[src/rtl/local_branch_predictor.sv]
// local_branch_predictor: two-level local predictor (per-PC history + shared 2-bit PHT) with mispredict flag and stats
//   clk, rst                 clock, async active-high reset
//   pred_pc -> pred_taken, pred_hist      combinational fetch lookup
//   upd_valid, upd_pc, upd_br_en, upd_hist, upd_pred_taken   execute-stage training
//   mispredict, branch_cnt, mispred_cnt   registered pulse and saturating counters
module local_branch_predictor #(
  parameter int LHT_IDX_BITS = 5,
  parameter int HIST_BITS = 4
) (
  input  logic                 clk,
  input  logic                 rst,
  input  logic [31:0]          pred_pc,
  output logic                 pred_taken,
  output logic [HIST_BITS-1:0] pred_hist,
  input  logic                 upd_valid,
  input  logic [31:0]          upd_pc,
  input  logic                 upd_br_en,
  input  logic [HIST_BITS-1:0] upd_hist,
  input  logic                 upd_pred_taken,
  output logic                 mispredict,
  output logic [31:0]          branch_cnt,
  output logic [31:0]          mispred_cnt
);
  localparam int LHT_N = 1 << LHT_IDX_BITS;
  localparam int PHT_N = 1 << HIST_BITS;
  logic [HIST_BITS-1:0] lht_q [LHT_N];
  logic [1:0] pht_q [PHT_N];
  logic mispredict_q;
  logic [31:0] branch_cnt_q, mispred_cnt_q, branch_cnt_d, mispred_cnt_d;
  logic [LHT_IDX_BITS-1:0] pred_idx, upd_idx;
  logic [HIST_BITS-1:0] lht_d;
  logic [1:0] pht_cur, pht_d;
  logic miss;
  logic unused_pc_bits;
  assign pred_idx = pred_pc[LHT_IDX_BITS+1:2];
  assign upd_idx = upd_pc[LHT_IDX_BITS+1:2];
  assign unused_pc_bits = ^{pred_pc[31:LHT_IDX_BITS+2], pred_pc[1:0], upd_pc[31:LHT_IDX_BITS+2], upd_pc[1:0]};
  assign pred_hist = lht_q[pred_idx];
  assign pred_taken = pht_q[pred_hist][1];
  // history shifts from the live table entry; the PHT counter is the one named by the fetch snapshot
  assign lht_d = {lht_q[upd_idx][HIST_BITS-2:0], upd_br_en};
  assign pht_cur = pht_q[upd_hist];
  assign miss = upd_br_en != upd_pred_taken;
  always_comb begin
    pht_d = upd_br_en ? ((pht_cur == 2'd3) ? 2'd3 : pht_cur + 2'd1)
                      : ((pht_cur == 2'd0) ? 2'd0 : pht_cur - 2'd1);
    branch_cnt_d = (&branch_cnt_q) ? branch_cnt_q : branch_cnt_q + 32'd1;
    mispred_cnt_d = (&mispred_cnt_q) ? mispred_cnt_q : mispred_cnt_q + 32'd1;
  end
  always_ff @(posedge clk or posedge rst) begin
    if (rst) begin
      for (int i = 0; i < LHT_N; i++) lht_q[i] <= '0;
      for (int i = 0; i < PHT_N; i++) pht_q[i] <= 2'd1;
      mispredict_q <= 1'b0;
      branch_cnt_q <= '0;
      mispred_cnt_q <= '0;
    end else begin
      mispredict_q <= upd_valid && miss;
      if (upd_valid) begin
        lht_q[upd_idx] <= lht_d;
        pht_q[upd_hist] <= pht_d;
        branch_cnt_q <= branch_cnt_d;
        if (miss) mispred_cnt_q <= mispred_cnt_d;
      end
    end
  end
  assign mispredict = mispredict_q;
  assign branch_cnt = branch_cnt_q;
  assign mispred_cnt = mispred_cnt_q;
endmodule

[config.mk]
export PLATFORM = sky130hd
export DESIGN_NAME = local_branch_predictor
export DESIGN_NICKNAME = d
export VERILOG_FILES = /design/src/rtl/local_branch_predictor.sv
export SDC_FILE = /design/constraint.sdc
export NUM_CORES = 1
export LEC_CHECK = 0
export BUFFER_PORTS_ARGS = -buffer_cell sky130_fd_sc_hd__clkbuf_2
export CAP_MARGIN = 20
export CORE_ASPECT_RATIO = 1.75
export CORE_UTILIZATION = 60
export CTS_CLUSTER_SIZE = 14
export DETAILED_ROUTE_END_ITERATION = 16
export PLACE_DENSITY = 0.89
export SYNTH_ARGS = -nofsm -noshare
export SYNTH_HDL_FRONTEND = slang
export SYNTH_SLANG_ARGS = --single-unit
[constraint.sdc]
create_clock -name clk -period 10.6 [get_ports clk]
set_clock_uncertainty 0.2 [all_clocks]
set_input_delay 0.53 -clock clk [delete_from_list [all_inputs] [get_ports clk]]
set_output_delay 0.53 -clock clk [all_outputs]
set_load 0.05 [all_outputs]
=== Yosys cells after proc, flatten, opt, wreduce, memory -nomap -nowiden ===
Index checks and enable logic that the tools add are counted.
W data, S select, Z words.

* Logic and storage cells: 98
* Input port bits: 73
* Flip-flop bits (word level): 225
* Output and inout port bits: 70

* Bitwise operators: 6
* Add/subtract/negate cells: 4
* Reductions and logical operators: 8
* Muxes and demuxes: 21
* Equal/unequal tests: 2
* Magnitude comparators: 6

{| class="wikitable"
|+ Operators by type and width
! cell !! count
|-
| $bwmux W128 || 1
|-
| $add A32 B1 Y32 const B || 2
|-
| $reduce_and A32 Y1 || 2
|-
| $bmux W4 S5 || 2
|-
| $bwmux W32 || 1
|-
| $demux W4 S5 || 1
|-
| $bmux W2 S4 || 2
|-
| $mux W2 || 8
|-
| $ge A6 B6 Y1 const B || 2
|-
| $mux W4 || 3
|-
| $not A5 Y6 || 2
|-
| $ge A5 B5 Y1 const B || 2
|-
| $not A4 Y5 || 2
|-
| $demux W2 S4 || 1
|-
| $lt A6 B1 Y1 const B || 1
|-
| $mux W3 || 2
|-
| $lt A5 B1 Y1 const B || 1
|-
| $logic_and A1 B1 Y1 || 3
|-
| $reduce_and A3 Y1 || 1
|-
| $add A2 B1 Y2 const B || 1
|-
| $eq A2 B2 Y1 const B || 1
|-
| $logic_not A2 Y1 || 1
|-
| $not A1 Y1 || 2
|-
| $reduce_and A2 Y1 || 1
|-
| other kinds (2) || 2
|}

=== Depth between registers and ports, before layout ===
* Depth after elaboration: 8
* Gate-level depth with buffers: 10
* Depth with buffers taken out: 7

=== Worst setup path after synthesis ===
No wires, ideal clock.

* Path kind: input-to-output
* Start point: input pred_pc[2]
* End point: output pred_taken
* Path slack: 6.766 ns
* Arrival: 3.104 ns
* Cell stages on the path: 8
* Required time: 9.870 ns
* Cell sequence: buf_2 > buf_4 > mux4_2 > mux4_2 > mux2_2 > nor2b_1 > o21ai_0 > nand4_1

* Cells in the longest elaborated chain, start to end: 8

{| class="wikitable"
|+ Ends and longest elaborated chain
! what !! RTL line !! source
|-
| start, declared || 12 || <nowiki>input logic [31:0] pred_pc,</nowiki>
|-
| $not A5 Y6 (not written as such) || 38 || <nowiki>assign pred_hist = lht_q[pred_idx];</nowiki>
|-
| $bmux W4 S5 || 38 ||
|-
| $mux W4 (not written as such) (2 in series) || 38 ||
|-
| via pred_hist[3] || 14 || <nowiki>output logic [HIST_BITS-1:0] pred_hist,</nowiki>
|-
| $not A4 Y5 (not written as such) || 39 || <nowiki>assign pred_taken = pht_q[pred_hist][1];</nowiki>
|-
| $bmux W2 S4 || 39 ||
|-
| $mux W2 (not written as such) (2 in series) || 39 ||
|-
| end, declared || 13 || <nowiki>output logic pred_taken,</nowiki>
|}

The timed path passes the listed nets, and every way through them passes these cells. The select of a mux whose other input is x is not followed.

=== Worst setup path after layout ===
* Start point: input pred_pc[2]
* End point: output pred_taken

* Cells in the longest elaborated chain, start to end: 8

{| class="wikitable"
|+ Ends and longest elaborated chain
! what !! RTL line
|-
| $not A5 Y6 (not written as such) || 38
|-
| $bmux W4 S5 || 38
|-
| $mux W4 (not written as such) (2 in series) || 38
|-
| $not A4 Y5 (not written as such) || 39
|-
| $bmux W2 S4 || 39
|-
| $mux W2 (not written as such) (2 in series) || 39
|}

No other way between the ends. The select of a mux whose other input is x is not followed.

==> summary.txt <==
Synthesis
  • Distinct cell type count after synthesis: 50
  • Syn_area_per_cell: 13.0 sq um
  • Synth Area in Adders: 0.414%
  • Synth Area in XOR/XNOR: 4.80%
  • Post-synth EDFFs: 0
  • Synth Area in Compound Gates: 3.03%
  • Sequential cell area fraction in the yosys report: 49.2%
  • Mapped Cells: ~880
  • Synth warn: 0
  • Syn Std Cell Area: 11500 sq um
  • Largest family of logic cells by synthesized area: multiplexers
  • Ys async rst share: between 90% and 100%
  • Leading register cell type out of synthesis: dfrtp_1
  • Post-synthesis net count: 958
  • Synth Area in Simple Gates: 10.7%
  • Synth Register Bits: 225
  • Post-synthesis mux area share: slightly below 30%

Placed design
  • DP HPWL: 18600 um
  • Pre-CTS setup slack: 6420 ps
  • Routability congestion estimate: 0.962
  • # port buffers: 88

Drt
  • DR top layer: met4
  • Wire per inst: 22.3 um
  • Final antenna-violating net count: 0
  • Vias per cell: about 6.4
  • Residual DRC: 0
  • Final wirelength: 27200 um
  • WL met2: 14800 um
  • Iteration-0 DRC Markers: between 700 and 800
  • Drt first pass iters: 6
  • Routed length on met3: 1450 um
  • Met1 WL: 9370 um
  • Via count: just under 8000

Timing
  • Setup TNS Final: 0 ps
  • Fmax: 236 MHz
  • Final worst slack: 6360 ps
  • Shortest period the worst path allows: 4240 ps
  • Worst-Margin Slew: a little under 1000 ps
  • RSZ-0062 raised after global routing: no
  • Final period utilization: 40.0%
  • Slew HR: 35.6%
  • Final setup violation count: 0
  • Fin. Hold Viols: 0
  • Final Slew Violations: 0

Worst setup path
  • CP cell instances: clkbuf_2 > nor2b_1 > a211o_1 > o31ai_1 > o21ai_0 > a211oi_1 > o21ai_0 > nand4_1 > clkbuf_2
  • CP Max Fanout: 26
  • Worst Setup Start Kind: input pin
  • Delay-heaviest family, CP: compound AO/OA/AOI/OAI gates
  • Critical path origin: pred_pc[2]
  • Largest stage delay, worst path: just under 700 ps
  • Critical Path RT: 9870 ps
  • Worst path slowest cell: o31ai_1
  • Kind of critical path: in2out
  • Critical path buffers and inverters: 2
  • Arrival time at the worst endpoint: 3510 ps
  • Crit. End Element: output port
  • R2r startpoint: lht_q[30]

Floorplanning
  • I/O Pins: about 140
  • Die Y: ~190 um
  • Die width: 107 um
  • Row count: 66
  • Die ar.: 19700 sq um
  • Core area: 18700 sq um
  • Initial Util: 61.5%

Status
  • Run status: complete, no violations

Flow run
  • Max cap viols: 0

Clock tree
  • CTS tree: built
  • Post-CTS Setup Bufs: 0
  • Clk Latency, worst-skew pair: 500 ps
  • CTS Buf Count: 22
  • Cts hold-fix bufs: 0
  • CTS resizes: 0
  • Clock buffer depth: 3
  • H-tree depth: 1
  • Clock net sink count: roughly 230
  • Reg clk slew, reported paths: 60 ps
  • Root Buffer: clkbuf_16

Global routing
  • First-pass GRT wire length: 43800 um
  • Gr usage total: 28.9%
  • Antenna violations before repair: 3
  • Vias in the first global route: 8347
  • Pin count of the biggest net entering global routing: 140
  • GR Overflow Total: 0

Hold path
  • Hold crit path type: in2async

Power and ir drop
  • Pwr per Cell Area: 187 nW/um^2
  • Total power: 0.00241 W
  • Static leakage: 5.91 nW
  • VDD IR max: between 0.15 and 0.2 mV

Layout
  • Share of layout cells above drive strength 1: 39.0%
  • Layout area overhead: 12.2%
  • Final Util: 69.1%
  • NumNets Final: 1035
==> path summary, 6_finish.rpt <==
path,cells past startpoint,slack (ps),endpoint
worst max register to register,7,7560,lht_q[103]
min in group clk,4,220,mispredict
worst max-delay path,9,6360,pred_taken
worst min register to register,1,290,mispred_cnt[27]
worst min-delay path,2,20,lht_q[35]
max in group asynchronous,4,8800,pht_q[30]
==> layout by cell type, fill, tap and decap left out, types with 3 or more instances in the layout <==
cell type	synthesis	final
clkbuf_1	26	5
nand3b_1	9	9
mux2i_1	12	12
o22ai_1	3	3
dfstp_2	16	16
mux4_2	63	63
nand2b_1	7	7
a211oi_1	5	5
o21ai_0	13	13
a21oi_1	4	4
nor2_1	54	54
and3_1	7	7
and4_1	8	8
buf_8	0	3
or3_1	3	3
nand3_1	32	32
nor3_1	18	18
mux2_2	165	165
nor3b_1	4	4
nor2b_1	10	10
clkbuf_2	0	88
buf_4	1	4
and2_1	5	5
dfrtp_1	209	209
inv_1	18	17
clkbuf_16	0	23
a22oi_1	5	5
a2bb2oi_1	4	4
clkbuf_8	0	6
nand2_1	51	51
diode_2	0	3
xor2_1	28	28
nand4_1	22	22
xnor2_1	35	35
a221oi_1	3	3
==> Yosys cell counts (3+ instances only) <==
master     instances  area, sq um
dfrtp_1          209         5230
mux2_2           165         1860
mux4_2            63         1420
nor2_1            54          203
nand2_1           51          191
xnor2_1           35          307
nand3_1           32          160
xor2_1            28          245
clkbuf_1          26         97.6
nand4_1           22          138
inv_1             18         67.6
nor3_1            18         90.1
dfstp_2           16          420
buf_2             13         65.1
o21ai_0           13         65.1
mux2i_1           12          120
nor2b_1           10         62.6
nand3b_1           9         67.6
and4_1             8         70.1
and3_1             7         43.8
nand2b_1           7         43.8
a211oi_1           5         37.5
a22oi_1            5         37.5
and2_1             5         31.3
a21oi_1            4         20.0
a2bb2oi_1          4         35.0
nor3b_1            4         30.0
a221oi_1           3         26.3
buf_1              3         11.3
o22ai_1            3         18.8
or3_1              3         18.8
==> power breakdown <==
| group | internal [W] | switching (W) |
|---|---|---|
| clock network | 0.000465 | 0.000322 |
| logic | 0.000216 | 0.000301 |
| registers | 0.000999 | 0.000108 |
| total | 0.00168 | 0.000731 |
==> worst register-to-register path, cell delays in order (launching register included) <==
cell and delay (ps):
dfrtp_1 410, mux4_2 460, inv_1 120, o22ai_1 90, a221oi_1 370, nand3_1 630
buf_8 390, mux2_2 280
==> registers in the layout, summed over array words and instances (netlist names) <==
| register | count |
|---|---|
| mispred_cnt | 32 |
| lht_q | 128 |
| mispredict | 1 |
| branch_cnt | 32 |
| pht_q | 32 |
==> per-stage QoR <==
stage               cells  instance area (sq um)  hold WS [ps]
floorplan             883                  11500           274
global placement     1169                  12100           275
detailed placement   1170                  12100           276
CTS                  1210                  12800          94.0
global route         1217                  12900           124
finish               1217                  12900          15.2
==> area by class of cell <==
type / instances / area [sq um]
Timing Repair Buffer: 97 / 548
Sequential cell: 225 / 5650
Clock buffer: 34 / 677
Clock inverter: 6 / 60.1
Multi-Input combinational cell: 596 / 5570
Antenna cell: 3 / 7.51
Fill cell: 1259 / 5770
Tap cell: 238 / 298
Inverter: 18 / 75.1
==> layer usage <==
metal | up-vias | global-route usage [%]
met2 | 356 | 51.6
met3 | 97 | 4.01
li1 | 3402 | -
met1 | 3940 | 32.0
met5 | - | 0
met4 | 0 | 18.2
==> cell families after synthesis <==
kind of cell / after synthesis
adder cells (fa/ha/maj): 4
XOR/XNOR: 63
multiplexers: 240
buffers and inverters: 62
AO/OA/AOI/OAI: 50
AND/OR/NAND/NOR: 239
flip-flops: 225
Note: power is estimated with default switching activity, not from simulation.
